==> config.mk <==
export PLATFORM = sky130hd
export DESIGN_NAME = mem_port_arbiter
export DESIGN_NICKNAME = d
export VERILOG_FILES = /design/src/rtl/arb_pkg.sv /design/src/rtl/mem_port_arbiter.sv
export SDC_FILE = /design/constraint.sdc
export NUM_CORES = 1
export LEC_CHECK = 0
export CAP_MARGIN = 30
export CORE_MARGIN = 5
export CORE_UTILIZATION = 41
export CTS_CLUSTER_SIZE = 20
export DETAILED_ROUTE_END_ITERATION = 10
export GPL_TIMING_DRIVEN = 0
export PLACE_DENSITY = 0.81
export SYNTH_ARGS = -nofsm -noshare
export SYNTH_HDL_FRONTEND = slang
export SYNTH_SLANG_ARGS = --single-unit
==> constraint.sdc <==
create_clock -name clk -period 2.2 [get_ports clk]
set_input_delay 0.44 -clock clk [delete_from_list [all_inputs] [get_ports clk]]
set_output_delay 0.44 -clock clk [all_outputs]
set_load 0.1 [all_outputs]
==> src/rtl/arb_pkg.sv <==
// Shared types and default sizing for the unified memory port arbiter.
package arb_pkg;

    localparam int ADDR_W_DEF  = 32;
    localparam int DATA_W_DEF  = 32;
    localparam int MEM_LAT_DEF = 2;

    // 4 bits covers the full legal latency range 1..15
    localparam int CNT_W = 4;

    typedef enum logic [1:0] {
        IDLE,
        ACCESS,
        RESP
    } state_e;

    typedef enum logic {
        GNT_IF,
        GNT_D
    } grant_e;

endpackage

==> src/rtl/mem_port_arbiter.sv <==
// Two-requester arbiter for a single-ported unified memory: instruction fetch
// vs. load/store. Each access holds the memory port for MEM_LAT cycles, then
// issues a one-cycle ready pulse to the winner. All outputs are registered.
// MEM_LAT must be in 1..15; 0 is not a legal build.
module mem_port_arbiter
    import arb_pkg::*;
#(
    parameter int ADDR_W  = ADDR_W_DEF,
    parameter int DATA_W  = DATA_W_DEF,
    parameter int MEM_LAT = MEM_LAT_DEF
) (
    input  logic              clk,
    input  logic              rst_n,
    input  logic              if_req,
    input  logic [ADDR_W-1:0] if_addr,
    output logic [DATA_W-1:0] if_rdata,
    output logic              if_ready,
    input  logic              d_req,
    input  logic              d_we,
    input  logic [ADDR_W-1:0] d_addr,
    input  logic [DATA_W-1:0] d_wdata,
    output logic [DATA_W-1:0] d_rdata,
    output logic              d_ready,
    output logic              mem_en,
    output logic              mem_we,
    output logic [ADDR_W-1:0] mem_addr,
    output logic [DATA_W-1:0] mem_wdata,
    input  logic [DATA_W-1:0] mem_rdata
);

    localparam logic [CNT_W-1:0] LAT_M1 = CNT_W'(MEM_LAT - 1);

    state_e             state_q, state_d;
    grant_e             gnt_q, gnt_d;
    grant_e             last_q, last_d;
    logic [CNT_W-1:0]   cnt_q, cnt_d;

    logic               en_d, we_d, if_ready_d, d_ready_d;
    logic [ADDR_W-1:0]  addr_d;
    logic [DATA_W-1:0]  wdata_d, if_rdata_d, d_rdata_d;
    logic               pick_d;

    // State, counter, grant history and every output register
    always_ff @(posedge clk) begin
        if (!rst_n) begin
            state_q   <= IDLE;
            gnt_q     <= GNT_IF;
            last_q    <= GNT_IF;   // data wins the first tie
            cnt_q     <= '0;
            mem_en    <= 1'b0;
            mem_we    <= 1'b0;
            mem_addr  <= '0;
            mem_wdata <= '0;
            if_rdata  <= '0;
            d_rdata   <= '0;
            if_ready  <= 1'b0;
            d_ready   <= 1'b0;
        end else begin
            state_q   <= state_d;
            gnt_q     <= gnt_d;
            last_q    <= last_d;
            cnt_q     <= cnt_d;
            mem_en    <= en_d;
            mem_we    <= we_d;
            mem_addr  <= addr_d;
            mem_wdata <= wdata_d;
            if_rdata  <= if_rdata_d;
            d_rdata   <= d_rdata_d;
            if_ready  <= if_ready_d;
            d_ready   <= d_ready_d;
        end
    end

    // Next-state: grant in IDLE, count down in ACCESS, one ready cycle in RESP
    always_comb begin
        state_d    = state_q;
        gnt_d      = gnt_q;
        last_d     = last_q;
        cnt_d      = cnt_q;
        en_d       = mem_en;
        we_d       = mem_we;
        addr_d     = mem_addr;
        wdata_d    = mem_wdata;
        if_rdata_d = if_rdata;
        d_rdata_d  = d_rdata;
        if_ready_d = 1'b0;
        d_ready_d  = 1'b0;
        pick_d     = 1'b0;

        case (state_q)
            IDLE: begin
                if (if_req || d_req) begin
                    // On a tie, whoever did not win last time goes first
                    pick_d  = d_req && (!if_req || (last_q == GNT_IF));
                    gnt_d   = pick_d ? GNT_D : GNT_IF;
                    en_d    = 1'b1;
                    we_d    = pick_d && d_we;
                    addr_d  = pick_d ? d_addr : if_addr;
                    wdata_d = pick_d ? d_wdata : '0;
                    cnt_d   = LAT_M1;
                    state_d = ACCESS;
                end
            end
            ACCESS: begin
                if (cnt_q == '0) begin
                    // Last memory cycle: read data is valid now
                    if (gnt_q == GNT_D) begin
                        d_ready_d = 1'b1;
                        if (!mem_we) d_rdata_d = mem_rdata;
                    end else begin
                        if_ready_d = 1'b1;
                        if_rdata_d = mem_rdata;
                    end
                    en_d    = 1'b0;
                    we_d    = 1'b0;
                    last_d  = gnt_q;
                    state_d = RESP;
                end else begin
                    cnt_d = cnt_q - 1'b1;
                end
            end
            // Requesters may still hold req while they see ready, so skip sampling
            RESP:    state_d = IDLE;
            default: state_d = IDLE;
        endcase
    end

endmodule

# == Word-level counts from Yosys, hierarchy flattened ==
# Index checks and enable logic that the tools add are counted.
# totals
register_bits,140
latchBits,0
mem_bits_rw,0
mem_bits_ro,0
input_bits,133
output_inout_bits,132
elab_cells,52
n_memories,0
# op_classes
add_sub_neg,1
mul,0
div_mod_pow,0
magnitude_cmp,0
n_eq_ne,4
n_shift,0
n_mux,16
bitwise,3
n_reduce_logical,16
# ops
op,n
32-bit two-way mux,2
3-bit AND reduction,4
4-bit two-way mux,2
4-bit one-hot mux with 2 select lines,1
1-bit two-way mux,6
2-bit != test (second input constant),3
2-bit AND reduction,3
4-bit zero test,1
2-bit two-way mux,2
1-bit one-hot mux with 2 select lines,2
2-bit one-hot mux with 2 select lines,1
4-bit AND reduction,1
4-bit by 1-bit subtractor with 4-bit output (second input constant),1
1-bit inverter,3
2-bit by 1-bit == test with 1-bit output (second input constant),1
1-bit logical AND,2
2-bit zero test,1
1-bit logical OR,2
2-bit nonzero test,1
1-bit zero test,1

# == Depth between registers and ports, before layout ==
# Gate-level depths: netlist (run 1).
# depth
word_depth,6
ltp_mapped,8
depth_no_buf,6

# == Least setup slack after synthesis (run 1) ==
# Ideal clock, no wire load.
# synth_path
kind,reg2reg
startpoint,register mem_we
endpoint,register d_rdata[0]
setup_ns,0.072
t_arrival_ns,1.631
t_required_ns,2.128
setup_slack_ns,0.497
path_stages_with_launch,5
n_path_buf,2
synth_period_minus_slack_ns,1.703
cell_sequence,dfxtp_1 -> nand3b_2 -> buf_6 -> buf_12 -> mux2i_1
# synth_via
elab_chain_cells,2
# synth_rtl
item,line,rtl
"start, declared",mem_port_arbiter.sv:25,"output logic mem_we,"
"start signal, assigned",mem_port_arbiter.sv:64,mem_we <= we_d;
1-bit inverter (no source line),-,
4-bit AND reduction (no source line),-,
"end signal, assigned",mem_port_arbiter.sv:68,d_rdata <= d_rdata_d;
"end, declared",mem_port_arbiter.sv:22,"output logic [DATA_W-1:0] d_rdata,"
# No other way between the ends.
# A chain may end at the register's enable or synchronous reset.

# == Final worst setup path (run 1) ==
# layout_path
startpoint,register d_rdata[24]
endpoint,output port d_rdata[24]
# No word-level cell between the ends.

==> results of run 1 <==
## per-stage QoR
| stage | TNS, ns | hold WS, ns |
|---|---|---|
| after floorplan | 0 | 0.455 |
| after global placement | -0.110 | 0.443 |
| after detailed placement | -0.785 | 0.450 |
| after CTS | 0 | 0.404 |
| after global routing | 0 | 0.451 |
| final | 0 | 0.413 |
## cells in the mapped netlist (all sizes together)
master	number	share of area (%)
nand2	99	6.8
nor2	4	0.41
nand3b	2	0.34
o21ai	69	6.3
mux2i	64	12
nor4	1	0.11
nor3	3	0.37
and3	2	0.25
or3b	1	0.21
clkbuf	35	2.5
dfxtp	140	51
a21oi	35	3.2
a21boi	4	0.55
nand3	33	3.0
nor3b	2	0.27
or3	1	0.11
and2	3	0.37
nand2b	1	0.11
ha	2	0.46
a22oi	32	4.4
o21a	3	0.41
buf	17	2.7
o31a	1	0.18
nor2b	33	3.8
inv	2	0.14
## cells by family (layout without fill, tap and decap cells)
group / Yosys count / count (layout)
buf+inv: 54 / 345
flops: 140 / 140
compound gates: 144 / 144
simple gates: 185 / 185
mux: 64 / 64
fa+ha+maj: 2 / 2
## flip-flops by register name, summed over array words and instances (netlist names), 2 cells and up
| signal | count |
|---|---|
| mem_wdata | 32 |
| mem_addr | 32 |
| cnt_q | 4 |
| if_rdata | 32 |
| state_q | 2 |
| d_rdata | 32 |
## where the power goes
part | internal [mW] | total [mW] | switching, mW
clock | 1.52 | 2.47 | 0.950
sequential | 2.77 | 2.88 | 0.112
combinational | 0.693 | 2.88 | 2.18
total | 4.99 | 8.23 | 3.25
## layout make-up
cell class | instances | area [um2]
inverters | 2 | 7.51
clock inverters | 3 | 15.0
flip-flops and latches | 140 | 2800
repair buffers | 264 | 2500
plain buffers | 52 | 280
multi-input cells | 395 | 2370
fillers | 1157 | 4450
well taps | 176 | 220
clock buffers | 24 | 492
## worst max-delay path by stage
stage,to,cells after the start
after floorplan,d_rdata[0],4
after global placement,cnt_q[2],5
after detailed placement,cnt_q[2],5
after CTS,d_rdata[24],1
after global routing,mem_we,1
final,d_rdata[24],1
## metal layers
layer / GRT usage [%] / vias up
met2: 35.3 / 207
met5: 0 / -
li1: - / 2596
met4: 9.31 / 0
met3: 7.93 / 42
met1: 23.9 / 2371
==> key figures, run 1 <==
Critical path
  – Worst EP arrival: 1.65 ns
  – CP peak stage delay: 0.89 ns
  – R2r setup slk: between 0.3 and 0.4 ns
  – Crit path capture type: primary output
  – Crit-path leading delay family: buffers and inverters
  – Worst Path Max Fanout: 2
  – Crit path cell chain: dlygate4sd2_1
  – Critical path required time: 1.76 ns
  – R2R Path Start: cnt_q[0]
  – Worst path slowest cell: dlygate4sd2_1
  – End of the worst register-to-register path: if_rdata[4]
  – Startpoint types: flip-flop
  – CP bufs+invs: 1
  – Critical setup path kind: flip-flop to primary output
  – Worst Reg2Reg Path Length in Cells: 6
  – CP Launch Point: d_rdata[24]

Logic synthesis
  – Multiplexer area fraction after synthesis: 11.7%
  – Avg Cell Area, Syn: 9.27 um2
  – Adder-cell share of the synthesized area: 0.458%
  – Simple-gate portion of the synthesized area: ~16%
  – Combinational family with the most area after synthesis: simple AND/OR/NAND/NOR gates
  – Mapped Area: 5460 um2
  – Post-synthesis compound-gate area fraction: 15.1%
  – Distinct cell type count after synthesis: 35
  – Cells after Synth: between 500 and 600
  – Yosys reg bits: 140
  – Xor-xnor portion of the synthesized cell area: 0%
  – Syn_nets: 724
  – Syn. warnings: 0
  – Post-synthesis sequential area ratio: 51.3%

Finish
  – Fin util: about two thirds
  – Ant diodes: 0
  – Area grow syn2layout: 59.0%
  – Commonest cells after routing, fill and taps aside: dfxtp_1, clkdlybuf4s50_1, dlygate4sd2_1
  – Post-route cell area: 8690 um2
  – Fraction of layout cells with a size suffix above 1: under 10%
  – Final Non-Filler Cells: 1056
  – Leading cell type in the layout, fill and taps excluded: dfxtp_1
  – Nets: 1007

Timing
  – RSZ-0062 raised after global routing: false
  – Final worst path period share: roughly 95%
  – Max Clock Skew: 0.00338 ns
  – Max Transition Viols Final: 0
  – Final hold vios: 0
  – Minimum clock period: 2.09 ns
  – Slew Limit Headroom: 32.5%
  – Fin worst setup slack: 0.114 ns
  – Final setup fails: 0
  – Fmax: 479 MHz
  – Worst Tran Pin Value: 1.02 ns

Routing
  – Vias: around 5200
  – TritonRoute pass-1 iters: 4
  – Iteration-0 DRC Markers: 245
  – Remaining antenna violation count: 0
  – DR vias/cell: approximately 4.9
  – Met3 routed WL: ~1400 um
  – Residual DRC count: 0
  – Detailed Route WL: approximately 17000 um
  – Post-DR wirelength/cell: 16.1 um
  – M1 WL: 7000 um
  – Top layer in use: met4
  – Met2 wire length: a little over 8000 um

Power and ir drop
  – Pwr/cell area: 948 nW/um2
  – VDD IR max: about 530 uV
  – Power, Total: slightly above 8 mW
  – P_leak: 4.06 nW

Clock tree
  – Post-CTS Setup Repair Bufs: 0
  – H-tree depth: 4
  – Clock Root Buffer: clkbuf_16
  – Clock latency on the worst-skew pair: 0.40 ns
  – Clock Tree Buf Depth: 2
  – CTS sink count: 140
  – CTS tree: yes
  – Clk slew on worst S/H paths: ~0.05 ns
  – PostCTS Resize Cnt: 131
  – Num CTS Buffers: 17
  – Hold buffers post-CTS: 0

Worst hold path
  – Min-Delay Path Depth: 3
  – Hold_sp: rst_n
  – Worst Hold Path EP: mem_addr[9]
  – Worst hold path type: primary input to flip-flop

Die
  – Die ar.: around 16000 um2
  – I/O pin count: 265
  – Initial Util: ~42%
  – Die Y-Extent: 125 um
  – Rows: 42
  – Core ar.: 13100 um2
  – Chip Width: 125 um

GRT
  – Gr usage total: 21.0%
  – Gr ovfl total: 0
  – Initial antenna violation count: 0
  – First-pass GRT wire length: 26900 um
  – Largest net degree at the start of global routing: 17
  – Vias in the first global route: 5239

Placement
  – Routability cong.: 0.810
  – Port Buffers: 263
  – DP Area: 8340 um2
  – Inst Count DP: around 1000
  – Pre-CTS WS: -0.0888 ns
  – HPWL Detailed: 13100 um

Run
  – Max cap viols: 0

Status
  – Outcome: completed
(Power assumes the default switching activity.)
==> run 2, diff against run 1 <==
==> constraint.sdc (replaced) <==
create_clock -name clk -period 2.2 [get_ports clk]
set_input_delay 0.55 -clock clk [delete_from_list [all_inputs] [get_ports clk]]
set_output_delay 0.55 -clock clk [all_outputs]
set_load 0.1 [all_outputs]
==> key figures, run 2 (synthesis gave the netlist of run 1 again) <==
Power and ir drop
  – Seq pwr share: 35.0% (about the same)
  – Clk network pwr share: 29.9% (was 30.0%)
  – VDD IR max: 507 uV (was 534 uV)
  – Comb power frac: 35.1% (was 35.0%)
  – Internal: 5.00 mW (was 4.99 mW)
  – Switching share of power: 39.4% (about the same)
  – P_leak: 3.92 nW (was 4.06 nW)
  – Power, Total: 8.25 mW (was 8.23 mW)
  – Pwr/cell area: 945 nW/um2 (was 948 nW/um2)
  – Net switching power: 3.25 mW (about the same)

Clock tree
  – Clk slew on worst S/H paths: 0.05 ns (about the same)
  – Hold buffers post-CTS: 0 (unchanged)
  – H-tree depth: 4 (unchanged)
  – Clock Tree Buf Depth: 2 (unchanged)
  – CTS tree: yes (unchanged)
  – Clock Root Buffer: clkbuf_16 (unchanged)
  – CTS sink count: 140 (unchanged)
  – Num CTS Buffers: 17 (unchanged)
  – Clock latency on the worst-skew pair: 0.40 ns (about the same)

Critical path
  – Crit-path leading delay family: buffers and inverters (unchanged)
  – Worst Path Max Fanout: 2 (unchanged)
  – Startpoint types: flip-flop (unchanged)
  – Critical path required time: 1.65 ns (was 1.76 ns)
  – Worst EP arrival: 1.62 ns (was 1.65 ns)
  – CP peak stage delay: 0.89 ns (about the same)
  – Crit path capture type: primary output (unchanged)
  – Worst path slowest cell: dlygate4sd2_1 (unchanged)
  – Critical setup path kind: flip-flop to primary output (unchanged)
  – Crit path cell chain: dlygate4sd2_1 (unchanged)
  – CP bufs+invs: 1 (unchanged)

Timing
  – Fmax: 460 MHz (was 479 MHz)
  – Final setup fails: 0 (unchanged)
  – Max Transition Viols Final: 0 (unchanged)
  – Minimum clock period: 2.17 ns (was 2.09 ns)
  – WHS: 0.452 ns (was 0.413 ns)
  – Final hold vios: 0 (unchanged)
  – Final worst path period share: 98.7% (was 94.8%)
  – RSZ-0062 raised after global routing: false (unchanged)
  – Worst Tran Pin Value: 1.01 ns (was 1.02 ns)
  – Max Clock Skew: 0.00345 ns (was 0.00338 ns)
  – Slew Limit Headroom: 33.0% (was 32.5%)

Routing
  – Residual DRC count: 0 (unchanged)
  – TritonRoute pass-1 iters: 4 (unchanged)
  – Remaining antenna violation count: 0 (unchanged)
  – Vias: 5207 (was 5216)
  – DR vias/cell: 4.93 (was 4.94)
  – Detailed Route WL: 17100 um (was 17000 um)
  – Iteration-0 DRC Markers: 265 (was 245)
  – Post-DR wirelength/cell: 16.2 um (was 16.1 um)

Die
  – Die ar.: 15700 um2 (unchanged)
  – Chip Width: 125 um (unchanged)
  – I/O pin count: 265 (unchanged)
  – Initial Util: 41.6% (unchanged)
  – Rows: 42 (unchanged)
  – Die Y-Extent: 125 um (unchanged)
  – Core ar.: 13100 um2 (unchanged)

Status
  – Outcome: completed (unchanged)

Finish
  – Filler cell count: 1134 (was 1157)
  – Fraction of layout cells with a size suffix above 1: 6.25% (was 5.80%)
  – Ant diodes: 0 (unchanged)
  – Final Non-Filler Cells: 1056 (unchanged)
  – Commonest cells after routing, fill and taps aside: dfxtp_1, clkdlybuf4s50_1, nand2_1 (was dfxtp_1, clkdlybuf4s50_1, dlygate4sd2_1)
  – Post-route cell area: 8730 um2 (was 8690 um2)
  – Leading cell type in the layout, fill and taps excluded: dfxtp_1 (unchanged)
  – Area grow syn2layout: 59.8% (was 59.0%)
  – Nets: 1007 (unchanged)

GRT
  – Largest net degree at the start of global routing: 17 (unchanged)
  – Gr usage total: 21.0% (unchanged)
  – Initial antenna violation count: 0 (unchanged)
  – Vias in the first global route: 5239 (unchanged)
  – First-pass GRT wire length: 26900 um (unchanged)
  – Gr ovfl total: 0 (unchanged)

Worst hold path
  – Worst hold path type: flip-flop to flip-flop (was primary input to flip-flop)

Placement
  – Routability cong.: 0.810 (unchanged)
  – DP Area: 8340 um2 (unchanged)
  – Inst Count DP: 1029 (unchanged)
  – HPWL Detailed: 13100 um (unchanged)
  – Port Buffers: 263 (unchanged)

Run
  – Max cap viols: 0 (unchanged)
-- run 2: cell count changes in the layout (fill, tap and decap cells not counted) --
cell	delta
dlygate4sd2_1	-46
o21ai_2	+1
clkbuf_2	+3
o21ai_1	-1
clkdlybuf4s15_1	+43
-- run 2: final timing paths --
kind / from / to / cells past startpoint / slack (ns)
max: if_rdata[31] / if_rdata[31] / 1 / 0.03
min: d_rdata[11] / d_rdata[11] / 2 / 0.45
max reg2reg: state_q[1] / mem_addr[3] / 5 / 0.37
min reg2reg: d_rdata[11] / d_rdata[11] / 2 / 0.45
-- run 2: routing by layer --
metal	track usage, %	vias up	part of all wire [%]
met3	7.93	40	7.8
met4	9.31	0	2.8
met1	23.9	2370	41
li1	-	2595	-
met5	0	-	0
met2	35.3	202	48
-- run 2: cell type report --
type	instances	area, um2	share of cell area, %
Timing Repair Buffer	264	2540	29.1
Tap cell	176	220	2.52
Buffer	52	280	3.21
Sequential cell	140	2800	32.1
Multi-Input combinational cell	395	2380	27.2
Clock inverter	3	15.0	0.172
Clock buffer	24	492	5.63
Inverter	2	7.51	0.0860
-- run 2: power by group through the flow --
| stage | clock network (mW) | registers, mW | logic (mW) |
|---|---|---|---|
| 2_1_floorplan | 0 | 4.47 | 0.600 |
| 3_5_place_dp | 0 | 2.94 | 3.03 |
| 6_report | 2.47 | 2.89 | 2.89 |
| 5_1_grt | 2.63 | 2.92 | 3.03 |
| 3_3_place_gp | 0 | 2.93 | 3.00 |
| 4_1_cts | 2.52 | 2.88 | 2.89 |
-- run 2: through the flow --
| step | TNS [ns] | utilization (%) | setup WS [ns] |
|---|---|---|---|
| after floorplan | 0 | - | 0.497 |
| after global placement | -5.82 | 63.3 | -0.156 |
| after detailed placement | -7.02 | 63.5 | -0.199 |
| after CTS | 0 | 66.2 | 0.00200 |
| after global routing | 0 | 66.5 | 0.000287 |
| final | 0 | 66.5 | 0.0284 |
-- run 2: timing repair --
action                                  CTS  global route
endpoints found under the setup margin  131            42
gates resized for setup                 137            44
setup buffers                             0             0
endpoints found under the hold margin     0             0
==> run 3, diff against run 2 <==
Settings changed: CORE_UTILIZATION 41 to 42, PLACE_DENSITY 0.81 to 0.83.
Clock period 2.2 ns to 2.61 ns, I/O delays scaled along.
==> key figures, run 3 (synthesis gave the netlist of run 1 again) <==
Finish
  – Area grow syn2layout: 63.3% (was 59.8%)
  – Register area: 2800 um2 (unchanged)
  – Final Non-Filler Cells: 1055 (was 1056)
  – Fraction of layout cells with a size suffix above 1: 6.12% (was 6.25%)
  – Ant diodes: 0 (unchanged)
  – Nets: 1006 (was 1007)
  – Multi-input gate area: 2370 um2 (was 2380 um2)
  – Commonest cells after routing, fill and taps aside: clkdlybuf4s50_1, dfxtp_1, nand2_1 (was dfxtp_1, clkdlybuf4s50_1, nand2_1)
  – Post-route cell area: 8920 um2 (was 8730 um2)
  – Filler cell count: 1027 (was 1134)
  – Leading cell type in the layout, fill and taps excluded: clkdlybuf4s50_1 (was dfxtp_1)

Critical path
  – Critical setup path kind: flip-flop to primary output (unchanged)
  – Crit path cell chain: clkdlybuf4s50_1 (was dlygate4sd2_1)
  – CP peak stage delay: 1.17 ns (was 0.89 ns)
  – Crit path capture type: primary output (unchanged)
  – Startpoint types: flip-flop (unchanged)
  – Crit-path leading delay family: buffers and inverters (unchanged)
  – Worst Path Max Fanout: 2 (unchanged)
  – CP bufs+invs: 1 (unchanged)
  – Worst EP arrival: 1.91 ns (was 1.62 ns)
  – Critical path required time: 1.96 ns (was 1.65 ns)
  – Worst path slowest cell: clkdlybuf4s50_1 (was dlygate4sd2_1)

Clock tree
  – Clock Tree Buf Depth: 2 (unchanged)
  – CTS tree: yes (unchanged)
  – Post-CTS Setup Repair Bufs: 0 (unchanged)
  – Clock latency on the worst-skew pair: 0.41 ns (was 0.40 ns)
  – CTS sink count: 140 (unchanged)
  – Num CTS Buffers: 17 (unchanged)
  – Clock Root Buffer: clkbuf_16 (unchanged)
  – Hold buffers post-CTS: 0 (unchanged)
  – Clk slew on worst S/H paths: 0.06 ns (was 0.05 ns)
  – H-tree depth: 4 (unchanged)

GRT
  – First-pass GRT wire length: 26400 um (was 26900 um)
  – Vias in the first global route: 5241 (was 5239)
  – Gr ovfl total: 0 (unchanged)
  – Initial antenna violation count: 0 (unchanged)
  – Largest net degree at the start of global routing: 17 (unchanged)
  – Gr usage total: 22.1% (was 21.0%)

Timing
  – Max Transition Viols Final: 0 (unchanged)
  – Final setup TNS: 0 ns (unchanged)
  – Slew Limit Headroom: 30.1% (was 33.0%)
  – Fmax: 390 MHz
  – Final worst path period share: between 90 and 100%
  – Minimum clock period: 2.57 ns
  – RSZ-0062 raised after global routing: false (unchanged)
  – Worst Tran Pin Value: 1.05 ns (was 1.01 ns)
  – Final hold vios: 0 (unchanged)
  – Final setup fails: 0 (unchanged)
  – Max Clock Skew: 0.00716 ns (was 0.00345 ns)

Routing
  – Remaining antenna violation count: 0 (unchanged)
  – Iteration-0 DRC Markers: 257 (was 265)
  – Met2 wire length: 8650 um (was 8230 um)
  – Vias: 5212 (was 5207)
  – Met3 routed WL: 1490 um (was 1340 um)
  – Detailed Route WL: 17500 um (was 17100 um)
  – Post-DR wirelength/cell: 16.6 um (was 16.2 um)
  – Residual DRC count: 0 (unchanged)
  – DR vias/cell: 4.94 (was 4.93)
  – Top layer in use: met4 (unchanged)
  – M1 WL: 6950 um (was 7030 um)
  – TritonRoute pass-1 iters: 4 (unchanged)

Status
  – Outcome: completed (unchanged)

Die
  – Die Y-Extent: 124 um (was 125 um)
  – Die ar.: 15400 um2 (was 15700 um2)
  – I/O pin count: 265 (unchanged)
  – Rows: 41 (was 42)
  – Chip Width: 124 um (was 125 um)
  – Initial Util: 43.1% (was 41.6%)
  – Core ar.: 12700 um2 (was 13100 um2)

Placement
  – Inst Count DP: 1024 (was 1029)
  – Routability cong.: 0.820 (was 0.810)
  – HPWL Detailed: 13200 um (was 13100 um)
  – Port Buffers: 263 (unchanged)
  – DP Area: 8310 um2 (was 8340 um2)

Power and ir drop
  – Pwr/cell area: 829 nW/um2 (was 945 nW/um2)
  – P_leak: 3.68 nW (was 3.92 nW)
  – VDD IR max: 524 uV (was 507 uV)

Worst hold path
  – Worst hold path type: flip-flop to flip-flop (unchanged)

Run
  – Max cap viols: 0 (unchanged)
-- run 3: per-stage QoR --
stage	power, mW	util, %	hold WS [ns]	worst slack [ns]
CTS	7.45	70.3	0.454	0.0122
global route	7.68	70.4	0.477	0.000112
detailed placement	5.02	65.6	0.445	0.120
floorplan	4.28	-	0.455	0.907
global placement	5.00	65.6	0.439	0.0856
finish	7.40	70.4	0.456	0.0426
-- run 3: final cells by class --
class | count | area share [%]
clock buffers | 23 | 5.36
inverters | 2 | 0.0841
flip-flops and latches | 140 | 31.4
repair buffers | 263 | 29.7
plain buffers | 52 | 3.14
clock inverters | 8 | 1.29
well taps | 172 | 2.41
multi-input cells | 395 | 26.6
-- run 3: tightest hold or removal path: stages (launching register included) --
cell     delay, ns
dfxtp_1       0.30
nand2_1       0.05
mux2i_1       0.05
-- run 3: metal layers --
layer  vias to the layer above  track usage (%)
met2                       174             38.0
li1                       2600                -
met4                         0             9.10
met3                        24             8.13
met5                         -                0
met1                      2414             24.8
-- run 3: worst paths after layout --
kind                 end  slack (ns)   startpoint  cells past startpoint
max reg2reg  if_rdata[9]        0.75     cnt_q[0]                      6
min           d_rdata[8]        0.46   d_rdata[8]                      2
min reg2reg   d_rdata[8]        0.46   d_rdata[8]                      2
max          if_rdata[2]        0.04  if_rdata[2]                      1
-- run 3: repair_timing --
action,CTS,global route
gates resized for setup,1,8
endpoints found under the setup margin,1,8
hold endpoints to repair,0,0
-- run 3: where the power goes --
part | switching (mW) | internal, mW
Combinational | 1.84 | 0.693
Clock | 0.861 | 1.57
Sequential | 0.101 | 2.34
Total | 2.81 | 4.60
